**config.mk**
```make
export PLATFORM = sky130hd
export DESIGN_NAME = midi_note_tracker
export DESIGN_NICKNAME = d
export VERILOG_FILES = /design/src/rtl/midi_note_tracker.sv
export SDC_FILE = /design/constraint.sdc
export NUM_CORES = 1
export LEC_CHECK = 0
export ABC_AREA = 0
export BUFFER_PORTS_ARGS = -buffer_cell sky130_fd_sc_hd__buf_2
export CAP_MARGIN = 20
export CELL_PAD_IN_SITES_DETAIL_PLACEMENT = 1
export CELL_PAD_IN_SITES_GLOBAL_PLACEMENT = 1
export CORE_ASPECT_RATIO = 1.1
export CORE_UTILIZATION = 51
export DETAILED_ROUTE_END_ITERATION = 6
export HOLD_SLACK_MARGIN = 0.1
export PLACE_DENSITY_LB_ADDON = 0.1
export SLEW_MARGIN = 30
export SYNTH_ARGS = -nofsm -noshare
export SYNTH_HDL_FRONTEND = slang
export SYNTH_SLANG_ARGS = --single-unit
```
**constraint.sdc**
```tcl
create_clock -name Clk -period 14.53 [get_ports Clk]
set_clock_uncertainty 0.2 [all_clocks]
set_input_delay 0.7265 -clock Clk [delete_from_list [all_inputs] [get_ports Clk]]
set_output_delay 0.7265 -clock Clk [all_outputs]
set_load 0.01 [all_outputs]
```
**src/rtl/midi_note_tracker.sv**
```systemverilog
// MIDI note tracker: parses a MIDI byte stream with running status and keeps
// a 4-deep last-note-priority stack. It drives the note, velocity, gate and a
// retrigger pulse for a monophonic voice.
module midi_note_tracker #(
  parameter int unsigned CHANNEL = 0,
  parameter bit          OMNI    = 1'b0
) (
  input  logic       Clk,
  input  logic       Reset,
  input  logic [7:0] rx_data,
  input  logic       rx_valid,
  output logic [7:0] F_in,
  output logic       key_on,
  output logic [6:0] velocity,
  output logic       retrig
);

  localparam logic [3:0] CHAN = 4'(CHANNEL);
  localparam int unsigned DEPTH = 4;

  typedef enum logic [1:0] {
    IDLE,
    WAIT_D1,
    WAIT_D2
  } state_t;

  state_t     state, state_nx;
  logic [7:0] run_status, run_status_nx;
  logic [6:0] d1, d1_nx;

  logic       msg_done;
  logic [6:0] msg_d1;
  logic [6:0] msg_d2;

  logic       chan_ok;
  logic       is_press;
  logic       is_release;
  logic       is_all_off;

  // Stack: index 0 is the oldest entry, index count-1 is the top.
  logic [6:0] stk_note [DEPTH];
  logic [6:0] stk_vel  [DEPTH];
  logic [2:0] count;

  logic [6:0] cmp_note [DEPTH];
  logic [6:0] cmp_vel  [DEPTH];
  logic [2:0] cmp_cnt;
  logic       hit;
  logic [1:0] hit_idx;

  logic [6:0] nx_note [DEPTH];
  logic [6:0] nx_vel  [DEPTH];
  logic [2:0] nx_cnt;
  logic [1:0] old_top;
  logic [1:0] new_top;
  logic       retrig_nx;

  // Parser register update.
  always_ff @(posedge Clk) begin
    if (!Reset) begin
      state      <= IDLE;
      run_status <= '0;
      d1         <= '0;
    end else begin
      state      <= state_nx;
      run_status <= run_status_nx;
      d1         <= d1_nx;
    end
  end

  // Parser next state and message-completion detection.
  always_comb begin
    state_nx      = state;
    run_status_nx = run_status;
    d1_nx         = d1;
    msg_done      = 1'b0;
    msg_d1        = d1;
    msg_d2        = rx_data[6:0];
    if (rx_valid) begin
      if (rx_data[7:3] == 5'b11111) begin
        // Realtime bytes pass through without touching the parser.
        state_nx = state;
      end else if (rx_data[7:4] == 4'hF) begin
        run_status_nx = '0;
        state_nx      = IDLE;
      end else if (rx_data[7]) begin
        run_status_nx = rx_data;
        state_nx      = WAIT_D1;
      end else begin
        case (state)
          WAIT_D1: begin
            if (run_status[7:5] == 3'b110) begin
              // Program change / channel pressure carry a single data byte.
              msg_done = 1'b1;
              msg_d1   = rx_data[6:0];
              msg_d2   = '0;
            end else begin
              d1_nx    = rx_data[6:0];
              state_nx = WAIT_D2;
            end
          end
          WAIT_D2: begin
            msg_done = 1'b1;
            state_nx = WAIT_D1;
          end
          default: begin
            state_nx = IDLE;
          end
        endcase
      end
    end
  end

  // Message decode for the events the stack cares about.
  always_comb begin
    chan_ok    = OMNI || (run_status[3:0] == CHAN);
    is_press   = 1'b0;
    is_release = 1'b0;
    is_all_off = 1'b0;
    if (msg_done && chan_ok) begin
      case (run_status[7:4])
        4'h9: begin
          is_press   = (msg_d2 != 7'd0);
          is_release = (msg_d2 == 7'd0);
        end
        4'h8: is_release = 1'b1;
        4'hB: is_all_off = (msg_d1 == 7'd123) || (msg_d1 == 7'd120);
        default: ;
      endcase
    end
  end

  // Stack next state: locate the note, compact it out, then push if pressed.
  always_comb begin
    hit     = 1'b0;
    hit_idx = '0;
    for (int unsigned i = 0; i < DEPTH; i++) begin
      if ((3'(i) < count) && (stk_note[i] == msg_d1)) begin
        hit     = 1'b1;
        hit_idx = 2'(i);
      end
    end

    for (int unsigned i = 0; i < DEPTH; i++) begin
      cmp_note[i] = stk_note[i];
      cmp_vel[i]  = stk_vel[i];
    end
    cmp_cnt = count;
    if (hit) begin
      for (int unsigned i = 0; i < DEPTH - 1; i++) begin
        if (2'(i) >= hit_idx) begin
          cmp_note[i] = stk_note[i+1];
          cmp_vel[i]  = stk_vel[i+1];
        end
      end
      cmp_cnt = count - 3'd1;
    end

    for (int unsigned i = 0; i < DEPTH; i++) begin
      nx_note[i] = stk_note[i];
      nx_vel[i]  = stk_vel[i];
    end
    nx_cnt = count;

    if (is_all_off) begin
      nx_cnt = '0;
    end else if (is_press) begin
      if (cmp_cnt == 3'd4) begin
        // Full stack: the oldest entry falls off the bottom.
        for (int unsigned i = 0; i < DEPTH - 1; i++) begin
          nx_note[i] = cmp_note[i+1];
          nx_vel[i]  = cmp_vel[i+1];
        end
        nx_note[DEPTH-1] = msg_d1;
        nx_vel[DEPTH-1]  = msg_d2;
        nx_cnt           = 3'd4;
      end else begin
        for (int unsigned i = 0; i < DEPTH; i++) begin
          nx_note[i] = cmp_note[i];
          nx_vel[i]  = cmp_vel[i];
        end
        nx_note[cmp_cnt[1:0]] = msg_d1;
        nx_vel[cmp_cnt[1:0]]  = msg_d2;
        nx_cnt                = cmp_cnt + 3'd1;
      end
    end else if (is_release && hit) begin
      for (int unsigned i = 0; i < DEPTH; i++) begin
        nx_note[i] = cmp_note[i];
        nx_vel[i]  = cmp_vel[i];
      end
      nx_cnt = cmp_cnt;
    end

    old_top = 2'(count - 3'd1);
    new_top = 2'(nx_cnt - 3'd1);

    // Every press leaves the pressed note on top, so it always retriggers;
    // a release retriggers only when it uncovers a different top note.
    retrig_nx = is_press ||
                (is_release && hit && (nx_cnt != 3'd0) &&
                 (nx_note[new_top] != stk_note[old_top]));
  end

  // Stack storage; contents are meaningless while count is zero.
  always_ff @(posedge Clk) begin
    for (int unsigned i = 0; i < DEPTH; i++) begin
      stk_note[i] <= nx_note[i];
      stk_vel[i]  <= nx_vel[i];
    end
  end

  // Count and voice outputs; pitch and velocity hold when the stack empties.
  always_ff @(posedge Clk) begin
    if (!Reset) begin
      count    <= '0;
      key_on   <= 1'b0;
      retrig   <= 1'b0;
      F_in     <= '0;
      velocity <= '0;
    end else begin
      count  <= nx_cnt;
      key_on <= (nx_cnt != 3'd0);
      retrig <= retrig_nx;
      if (nx_cnt != 3'd0) begin
        F_in     <= {1'b0, nx_note[new_top]};
        velocity <= nx_vel[new_top];
      end
    end
  end

endmodule

```
# --- Yosys cells after proc, flatten, opt, wreduce, memory -nomap -nowiden ---
# Memory sizes are Yosys's and may differ from the RTL's.
# Index checks and enable logic that the tools add are counted.
classes:
  add_sub_neg: 3
  magnitude_cmp: 10
  eq_ne: 17
  muxes: 68
  bitwise: 6
  reduce_logical: 19
ops:
  columns: ["op", "n"]
  rows:
  - ["$mux 28", 8]
  - ["$mux 7", 23]
  - ["$bwmux 28", 2]
  - ["$mux 21", 2]
  - ["$bmux 7 s2", 2]
  - ["$eq 7x7->1", 4]
  - ["$eq 4x4->1 const B", 4]
  - ["$mux 8", 2]
  - ["$mux 1", 15]
  - ["$mux 3", 5]
  - ["$demux 7 s2", 1]
  - ["$eq 7x7->1 const B", 2]
  - ["$mux 2", 5]
  - ["$logic_and 1x1->1", 9]
  - ["$logic_not 7->1", 1]
  - ["$ne 7x7->1", 1]
  - ["$reduce_bool 7->1", 1]
  - ["$eq 3x3->1 const B", 2]
  - ["$ge 3x3->1 const B", 2]
  - ["$lt 1x3->1 const A", 2]
  - ["$lt 2x3->1 const A", 2]
  - ["$not 2->3", 2]
  - ["$reduce_and 3->1", 2]
  - ["$reduce_and 6->1", 1]
  - ["17 further kinds", 23]
totals:
  reg_bits: 36
  mem_bits_rw: 56
  inputBits: 11
  out_inout_bits: 17
  wordCells: 133
  memories: 2
mem_list:
  columns: ["memory", "depth", "word_bits", "rd", "rd_clocked_by_memory_dff", "write_ports", "line_no", "rtl"]
  rows:
  - ["stk_note", 4, 7, 5, 0, 4, "41", "logic [6:0] stk_note [DEPTH];"]
  - ["stk_vel", 4, 7, 4, 0, 4, "42", "logic [6:0] stk_vel [DEPTH];"]

# --- Longest topological paths before layout ---
# Gate-level depths: netlist (run 1).
depth:
  word_depth: 29
  depth_mapped: 32

# --- Least setup slack after synthesis (run 1) ---
# No wires, ideal clock.
synth_timing:
  path_kind: "input-to-reg"
  from: "input rx_data[7]"
  to: "register retrig"
  setup_ns: 0.124
  arrival_ns: 6.558
  t_required_ns: 14.206
  path_slack_ns: 7.648
  cell_stages: 28
  n_path_buf: 6
  path_cell_list: "nand3b_1 nor2_2 mux2i_1 o221ai_2 or3_1 buf_2 buf_1 nand2_1 nor2_1 a21oi_1 inv_1 ha_1 clkbuf_1 o21ai_0 o211ai_1 a32o_1 nor2_4 inv_1 buf_2 buf_1 ha_1 buf_1 clkinv_1 o311a_1 or3b_1 a2111oi_0 and4_1 a31oi_1"
synth_via:
  elab_chain_cells: 26
  word_cells_on_any_way: 77
synth_rtl:
  columns: ["element", "line_no", "rtl"]
  rows:
  - ["from (decl)", "10", "input logic [7:0] rx_data,"]
  - ["$eq 4x4->1 / $mux 7 (equally long branches)", "83, 86", null]
  - ["$mux 7", "83", "end else if (rx_data[7:4] == 4'hF) begin"]
  - ["$mux 7", "80", "if (rx_data[7:3] == 5'b11111) begin"]
  - ["$mux 7", "79", "if (rx_valid) begin"]
  - ["$eq 7x7->1", "138", "if ((3'(i) < count) && (stk_note[i] == msg_d1)) begin"]
  - ["$logic_and 1x1->1", "138", null]
  - ["$mux 1 (4 in a row)", "138", null]
  - ["$mux 3", "149", "if (hit) begin"]
  - ["(+6 left out)", null, null]
  - ["$mux 28", "168", "if (cmp_cnt == 3'd4) begin"]
  - ["$mux 28", "167", "end else if (is_press) begin"]
  - ["$mux 28", "165", "if (is_all_off) begin"]
  - ["$bmux 7 s2", "201", "(nx_note[new_top] != stk_note[old_top]));"]
  - ["$mux 7 (implied by the code) (2 in a row)", "201", null]
  - ["$ne 7x7->1", "201", null]
  - ["$logic_and 1x1->1", "200", "(is_release && hit && (nx_cnt != 3'd0) &&"]
  - ["$logic_or 1x1->1 *", "199", "retrig_nx = is_press ||"]
  - ["to (signal assigned)", "223", "retrig <= retrig_nx;"]
  - ["to (decl)", "15", "output logic retrig"]
# Every way passes the cells marked *; elsewhere a longest branch is shown, timed or not. The select of a mux whose other input is x is not followed.
# A chain may end at the register's enable or synchronous reset.

# --- Worst setup path after layout (run 1) ---
layout_timing:
  from: "register state[0]"
  to: "register retrig"
layout_via:
  elab_chain_cells: 28
  word_cells_on_any_way: 80
layout_rtl:
  columns: ["element", "line_no", "rtl"]
  rows:
  - ["from (decl)", "27", "state_t state, state_nx;"]
  - ["from (signal assigned)", "65", "state <= state_nx;"]
  - ["$eq 2x1->1", "90", "case (state)"]
  - ["$mux 7", "90", null]
  - ["$mux 7", "86", "end else if (rx_data[7]) begin"]
  - ["$mux 7", "83", null]
  - ["$mux 7", "80", null]
  - ["$mux 7", "79", null]
  - ["$eq 7x7->1", "138", null]
  - ["$logic_and 1x1->1", "138", null]
  - ["(+11 left out)", null, null]
  - ["$mux 28", "168", null]
  - ["$mux 28", "167", null]
  - ["$mux 28", "165", null]
  - ["$bmux 7 s2", "201", null]
  - ["$mux 7 (implied by the code) (2 in a row)", "201", null]
  - ["$ne 7x7->1", "201", null]
  - ["$logic_and 1x1->1", "200", null]
  - ["$logic_or 1x1->1 *", "199", null]
# Marked as above.

==> results of run 1 <==
metal layers:
layer | part of all wire (%) | vias to the layer above
met5 | 0 | -
met4 | 8.8 | 0
met3 | 11 | 222
met2 | 43 | 618
met1 | 37 | 4118
li1 | - | 3581
tightest hold or removal path, cell delays in order, from the launching register on:
cell and delay, ns:
dfxtp_1 0.31, nand2_1 0.05, a21oi_1 0.05
where the power goes:
| group | switching, mW | internal [mW] | total (mW) |
|---|---|---|---|
| sequential | 0.00210 | 0.254 | 0.256 |
| clock | 0.114 | 0.116 | 0.230 |
| combinational | 0.0191 | 0.00763 | 0.0268 |
| total | 0.135 | 0.378 | 0.513 |
area by class of cell:
cell class / count / area [sq um] / area share (%)
Multi-Input combinational cell: 755 / 5070 / 64.7
Sequential cell: 92 / 1840 / 23.5
Timing Repair Buffer: 46 / 280 / 3.58
Tap cell: 188 / 235 / 3.00
Clock buffer: 9 / 225 / 2.88
Inverter: 35 / 131 / 1.68
Clock inverter: 6 / 47.5 / 0.607
registers in the layout, summed over array words and instances, names as in the netlist, 2 cells and up:
register and flops:
stk_vel 28, count 3, run_status 8, state 2
d1 7, stk_note 28, F_in 7, velocity 7
per-stage QoR:
stage | power [mW] | instance area, sq um
final | 0.513 | 7830
after global routing | 0.522 | 7830
after CTS | 0.510 | 7820
after detailed placement | 0.287 | 7540
after global placement | 0.286 | 7540
after floorplan | 0.278 | 7390
kinds of logic after synthesis:
group,share of synthesized area [%]
AND/OR/NAND/NOR,19.7
AO/OA/AOI/OAI,32.5
multiplexers,10.3
buffers and inverters,6.87
XOR/XNOR,4.15
adder cells (fa/ha/maj),1.52
flip-flops,24.9
other,0.0507
worst max-delay path by stage:
stage	to	startpoint	depth (start not counted)
6_report	retrig	state[0]	23
5_1_grt	retrig	state[0]	23
4_1_cts	retrig	state[0]	23
3_5_place_dp	retrig	rx_data[7]	23
3_3_place_gp	retrig	rx_data[7]	23
2_1_floorplan	retrig	rx_data[7]	28
placed cells by master (no fill, tap or decap), types with 10 or more instances in the layout:
cell	synthesis	routed
dfxtp_1	92	92
buf_4	2	20
o21a_1	13	13
mux2i_1	38	38
mux4_2	11	11
nand2_1	97	97
o21ai_0	56	56
mux2_2	12	12
a21oi_1	81	80
xnor2_1	11	11
nand3_1	32	32
buf_2	10	26
xor2_1	24	24
nor3_1	32	30
inv_1	33	33
a31oi_1	12	12
o221ai_1	19	19
o211ai_1	18	18
nor2_1	79	77
o22ai_1	10	10
a221o_1	10	10
==> flow_metrics.tcl, run 1 <==
set metrics [dict create \
    gp_congestion 1.06 \
    max_slew.worst_pin.slew_ns 1.07 \
    drv_cap 0 \
    path_buf_inv 3 \
    async_flop_share_pct 0 \
    rsz0062_at_grt "no" \
    met3_usage_pct 14.4 \
    yosysMostFrequentCell "nand2_1" \
    synth_top_area_share_pct 24.9 \
    postCtsResizedCells 0 \
    dpl_worst_slack_ns 5.95 \
    cp_slowest_stage_delay_ns 0.69 \
    io_pins 28 \
    vias 8539 \
    cts.sinks 92 \
    path_delay_family "compound AO/OA/AOI/OAI gates" \
    rrSetupSlack_ns 6.25 \
    ys_ff_latch 92 \
    whs_endpoint "F_in[0]" \
    dieArea_sq_um 15000 \
    ys.flop_type "dfxtp_1" \
    nets 959 \
    initial_core_util_pct 52.9 \
    area_delta_synth_final_pct 5.91 \
    use_met1_pct 56.6 \
    cp.required_ns 14.57 \
    root_buffer "clkbuf_16" \
    reg2reg_from "state[0]" \
    busiest_layer "met2" \
    hold_path.class "flip-flop to flip-flop" \
    syn_area_sq_um 7390 \
    dp_cells 1116 \
    clkTransAtPathRegs_ns 0.07 \
    ctsHtreeMaxLevel 3 \
    synth-edff-count 0 \
    ys.warnings.count 0 \
    antenna_cells 0 \
    drv_slew 0 \
    stdcell_count 1131 \
    yosys.area.top_type "dfxtp_1" \
    core_sq_um 14000 \
    fin_crit_sh_pct 57.0 \
    row_count 45 \
    clk_path_buf_depth 2 \
    overflow 0 \
    cts_tree "yes" \
    grt_pass1_vias 8729 \
    syn-num-nets 989 \
    finalHoldViolations 0 \
    track_usage_pct 47.7 \
    route.detailed.drc 0 \
    fin_util_pct 56.1 \
    end_kind "flip-flop" \
    hold_buffers 0 \
    cp-start-kind "flip-flop" \
    final.min_clock_period_ns 8.28 \
    syn_avg_cell_area_sq_um 7.63 \
    hold_start "F_in[0]" \
    antenna_left 0 \
    synth.distinct_cells 85 \
    slew_headroom_pct 28.0 \
    hold_depth 2 \
    grt_max_degree 31 \
    setup_tns_ns 0 \
    syn_inst 969 \
    numCtsBuffers 9 \
    routed_wirelength_microns 34400 \
    arrival_ns 8.32 \
    hold_ws_ns 0.252 \
    ys_seq_area_share_pct 24.9 \
    wl_per_cell_microns 30.5 \
    worstPathCellList "ha_1 > and3b_1 > nand2_2 > a21oi_1 > o221ai_2 > o211a_1 > nand2_1 > nor2_1 > a21oi_1 > inv_1 > ha_2 > nand2_1 > a41oi_1 > a32o_1 > nor2_4 > inv_1 > ha_1 > clkinv_1 > o311a_1 > or3b_1 > a2111oi_0 > and4_1 > a31oi_1" \
    synth_common_cells "nand2_1 (97), dfxtp_1 (92), a21oi_1 (81)" \
    leakage_nw 2.97 \
    p_per_area_nw_per_um2 65.5 \
    cts_setup_buffers 0 \
    drt-pass1-iter-count 6 \
    max_freq_mhz 121 \
    fin_ws_ns 6.25 \
    nFillCells 1789 \
    worstSetupPathType "flip-flop to flip-flop" \
    cpMaxStageDelayCell "ha_1" \
    peakVddDrop_mv 0.0677 \
    hpwl_microns 24100 \
    setup_violations 0 \
    die_w_microns 117 \
    antenna_found_initial 0 \
    rr_endpoint "retrig" \
    synthTopCellsByArea "dfxtp_1 (25%), a21oi_1 (5.5%), mux2i_1 (5.1%)" \
    status "finished, final reports clean" \
    viasPerCell 7.55 \
    clk_latency_ns 0.36 \
    grt_pass1_wl_microns 52200 \
    cp_max_fo 30 \
    use_met2_pct 71.1 \
    drtIter0Drc 1020 \
    port_buffers 26 \
    die_y_microns 128 \
    ff2ff_path_depth 23 \
    drive_gt1_share_pct 11.8 \
]
No activity file was read; power rests on OpenSTA's default activity.
==> run 2, diff against run 1 <==
--- a/config.mk
+++ b/config.mk
@@ -11,7 +11,7 @@
 export CELL_PAD_IN_SITES_DETAIL_PLACEMENT = 1
 export CELL_PAD_IN_SITES_GLOBAL_PLACEMENT = 1
 export CORE_ASPECT_RATIO = 1.1
-export CORE_UTILIZATION = 51
+export CORE_UTILIZATION = 47
 export DETAILED_ROUTE_END_ITERATION = 6
 export HOLD_SLACK_MARGIN = 0.1
 export PLACE_DENSITY_LB_ADDON = 0.1
==> constraint.sdc (replaced) <==
create_clock -name Clk -period 7.9 [get_ports Clk]
set_clock_uncertainty 0.2 [all_clocks]
set_input_delay 0.395 -clock Clk [delete_from_list [all_inputs] [get_ports Clk]]
set_output_delay 0.395 -clock Clk [all_outputs]
set_load 0.01 [all_outputs]
==> run 2 against run 1 <==
Against the previous run:
- final cell count increased by 1.7%
- die area increased by 8.4%
- hold slack got worse by 0.027 ns
- critical path type unchanged
- highest routed layer is now met5
==> flow_metrics.tcl, run 2 (synthesis results as in run 1) <==
set metrics [dict create \
    status "finished, final reports clean" \
    io_pins 28 \
    hold_buffers 0 \
    arrival_ns 7.27 \
    cp_slowest_stage_delay_ns 0.53 \
    overflow 0 \
    cp.required_ns 7.94 \
    antenna_found_initial 1 \
    dp_cells 1134 \
    cp_max_fo 20 \
    hold_path.class "primary input to flip-flop" \
    postCtsResizedCells 0 \
    antenna_left 0 \
    clk_path_buf_depth 2 \
    sw_frac_of_total_pct 27.0 \
    worstSetupPathType "flip-flop to flip-flop" \
    numCtsBuffers 9 \
    slew_headroom_pct 28.2 \
    grt_pass1_wl_microns 52000 \
    drt-pass1-iter-count 5 \
    p_switching_mw 0.260 \
    initial_core_util_pct 48.5 \
    clkPwrFrac_pct 46.1 \
    final_common_cell "nand2_1" \
    die_y_microns 134 \
    fin_crit_sh_pct 91.5 \
    drv_cap 0 \
    setup_violations 0 \
    stdcell_count 1150 \
    die_w_microns 122 \
    max_freq_mhz 138 \
    cts.sinks 92 \
    dieArea_sq_um 16200 \
    cell_internal_pwr_mw 0.703 \
    end_kind "flip-flop" \
    leakage_nw 3.04 \
    cts_tree "yes" \
    clk_latency_ns 0.36 \
    core_sq_um 15200 \
    final.min_clock_period_ns 7.23 \
    cpMaxStageDelayCell "nor2_2" \
    area_delta_synth_final_pct 7.02 \
    finalHoldViolations 0 \
    gp_congestion 1.07 \
    rsz0062_at_grt "no" \
    row_count 47 \
    path_delay_family "simple AND/OR/NAND/NOR gates" \
    seq_power_share_pct 48.8 \
    drtIter0Drc 962 \
    comb_power_share_pct 5.1 \
    antenna_cells 0 \
    grt_pass1_vias 8433 \
    vias 8424 \
    p_per_area_nw_per_um2 122 \
    nets 969 \
    setup_tns_ns 0 \
    track_usage_pct 43.4 \
    grt_max_degree 28 \
    hpwl_microns 25300 \
    final_cell_mix "nand2_1 (97), dfxtp_1 (92), a21oi_1 (81), nor2_1 (78), o21ai_0 (56)" \
    clkTransAtPathRegs_ns 0.07 \
    cts_setup_buffers 0 \
    peakVddDrop_mv 0.125 \
    root_buffer "clkbuf_16" \
    max_slew.worst_pin.slew_ns 1.07 \
    hold_ws_ns 0.224 \
    viasPerCell 7.33 \
    wl_per_cell_microns 30.1 \
    reg_top3 "stk_note: 28 flops, stk_vel: 28 flops, run_status: 8 flops" \
    routed_wirelength_microns 34600 \
    drive_gt1_share_pct 12.3 \
    route.detailed.drc 0 \
    cp-start-kind "flip-flop" \
    path_buf_inv 6 \
    ctsHtreeMaxLevel 3 \
    drv_slew 0 \
    port_buffers 26 \
]
==> run 2: worst paths after layout <==
kind / start / end / slack (ns) / cells after the start
max: state[1] / retrig / 0.67 / 26
max reg2reg: state[1] / retrig / 0.67 / 26
min reg2reg: velocity[0] / velocity[0] / 0.26 / 2
min: rx_data[7] / state[0] / 0.22 / 3
==> run 2: area by class of cell <==
type                       count  area [sq um]
sequential                    92          1840
multi-input combinational    755          5050
tap                          196           245
clock buffer                   9           225
inverter                      35           131
clock inverter                 7          65.1
timing repair buffer          56           353
fill                        1942          7320
==> run 2: power groups by stage <==
stage	Clock, mW	Sequential, mW	Combinational [mW]
floorplan	0	0.479	0.0321
global placement	0	0.481	0.0453
detailed placement	0	0.481	0.0475
CTS	0.447	0.470	0.0478
global route	0.463	0.471	0.0521
finish	0.444	0.470	0.0492
==> run 2: worst reg2reg max path, delay by kind of cell (launching register included) <==
kind / cells / cell delay (ns)
AO/OA/AOI/OAI: 8 / 1.85
flip-flops: 1 / 0.33
multiplexers: 1 / 0.46
AND/OR/NAND/NOR: 8 / 2.42
buffers and inverters: 6 / 1.08
adder cells (fa/ha/maj): 3 / 0.76
==> run 2: per-layer routing <==
layer  share of wire, %  up-vias  track usage (%)
met5              0.035        -                0
met4                6.4        2             26.1
met3                8.9      142             10.1
met2                 46      509             68.3
met1                 39     4167             53.5
li1                   -     3604                -
==> run 2: stage by stage <==
| step | cell area [sq um] | setup WS [ns] | power [mW] | utilization (%) |
|---|---|---|---|---|
| 3_3_place_gp | 7620 | 1.19 | 0.526 | 50.0 |
| 6_report | 7910 | 0.670 | 0.964 | 51.9 |
| 4_1_cts | 7910 | 0.791 | 0.965 | 51.9 |
| 2_1_floorplan | 7390 | 1.30 | 0.511 | - |
| 3_5_place_dp | 7620 | 0.756 | 0.529 | 50.0 |
| 5_1_grt | 7910 | 0.214 | 0.985 | 51.9 |
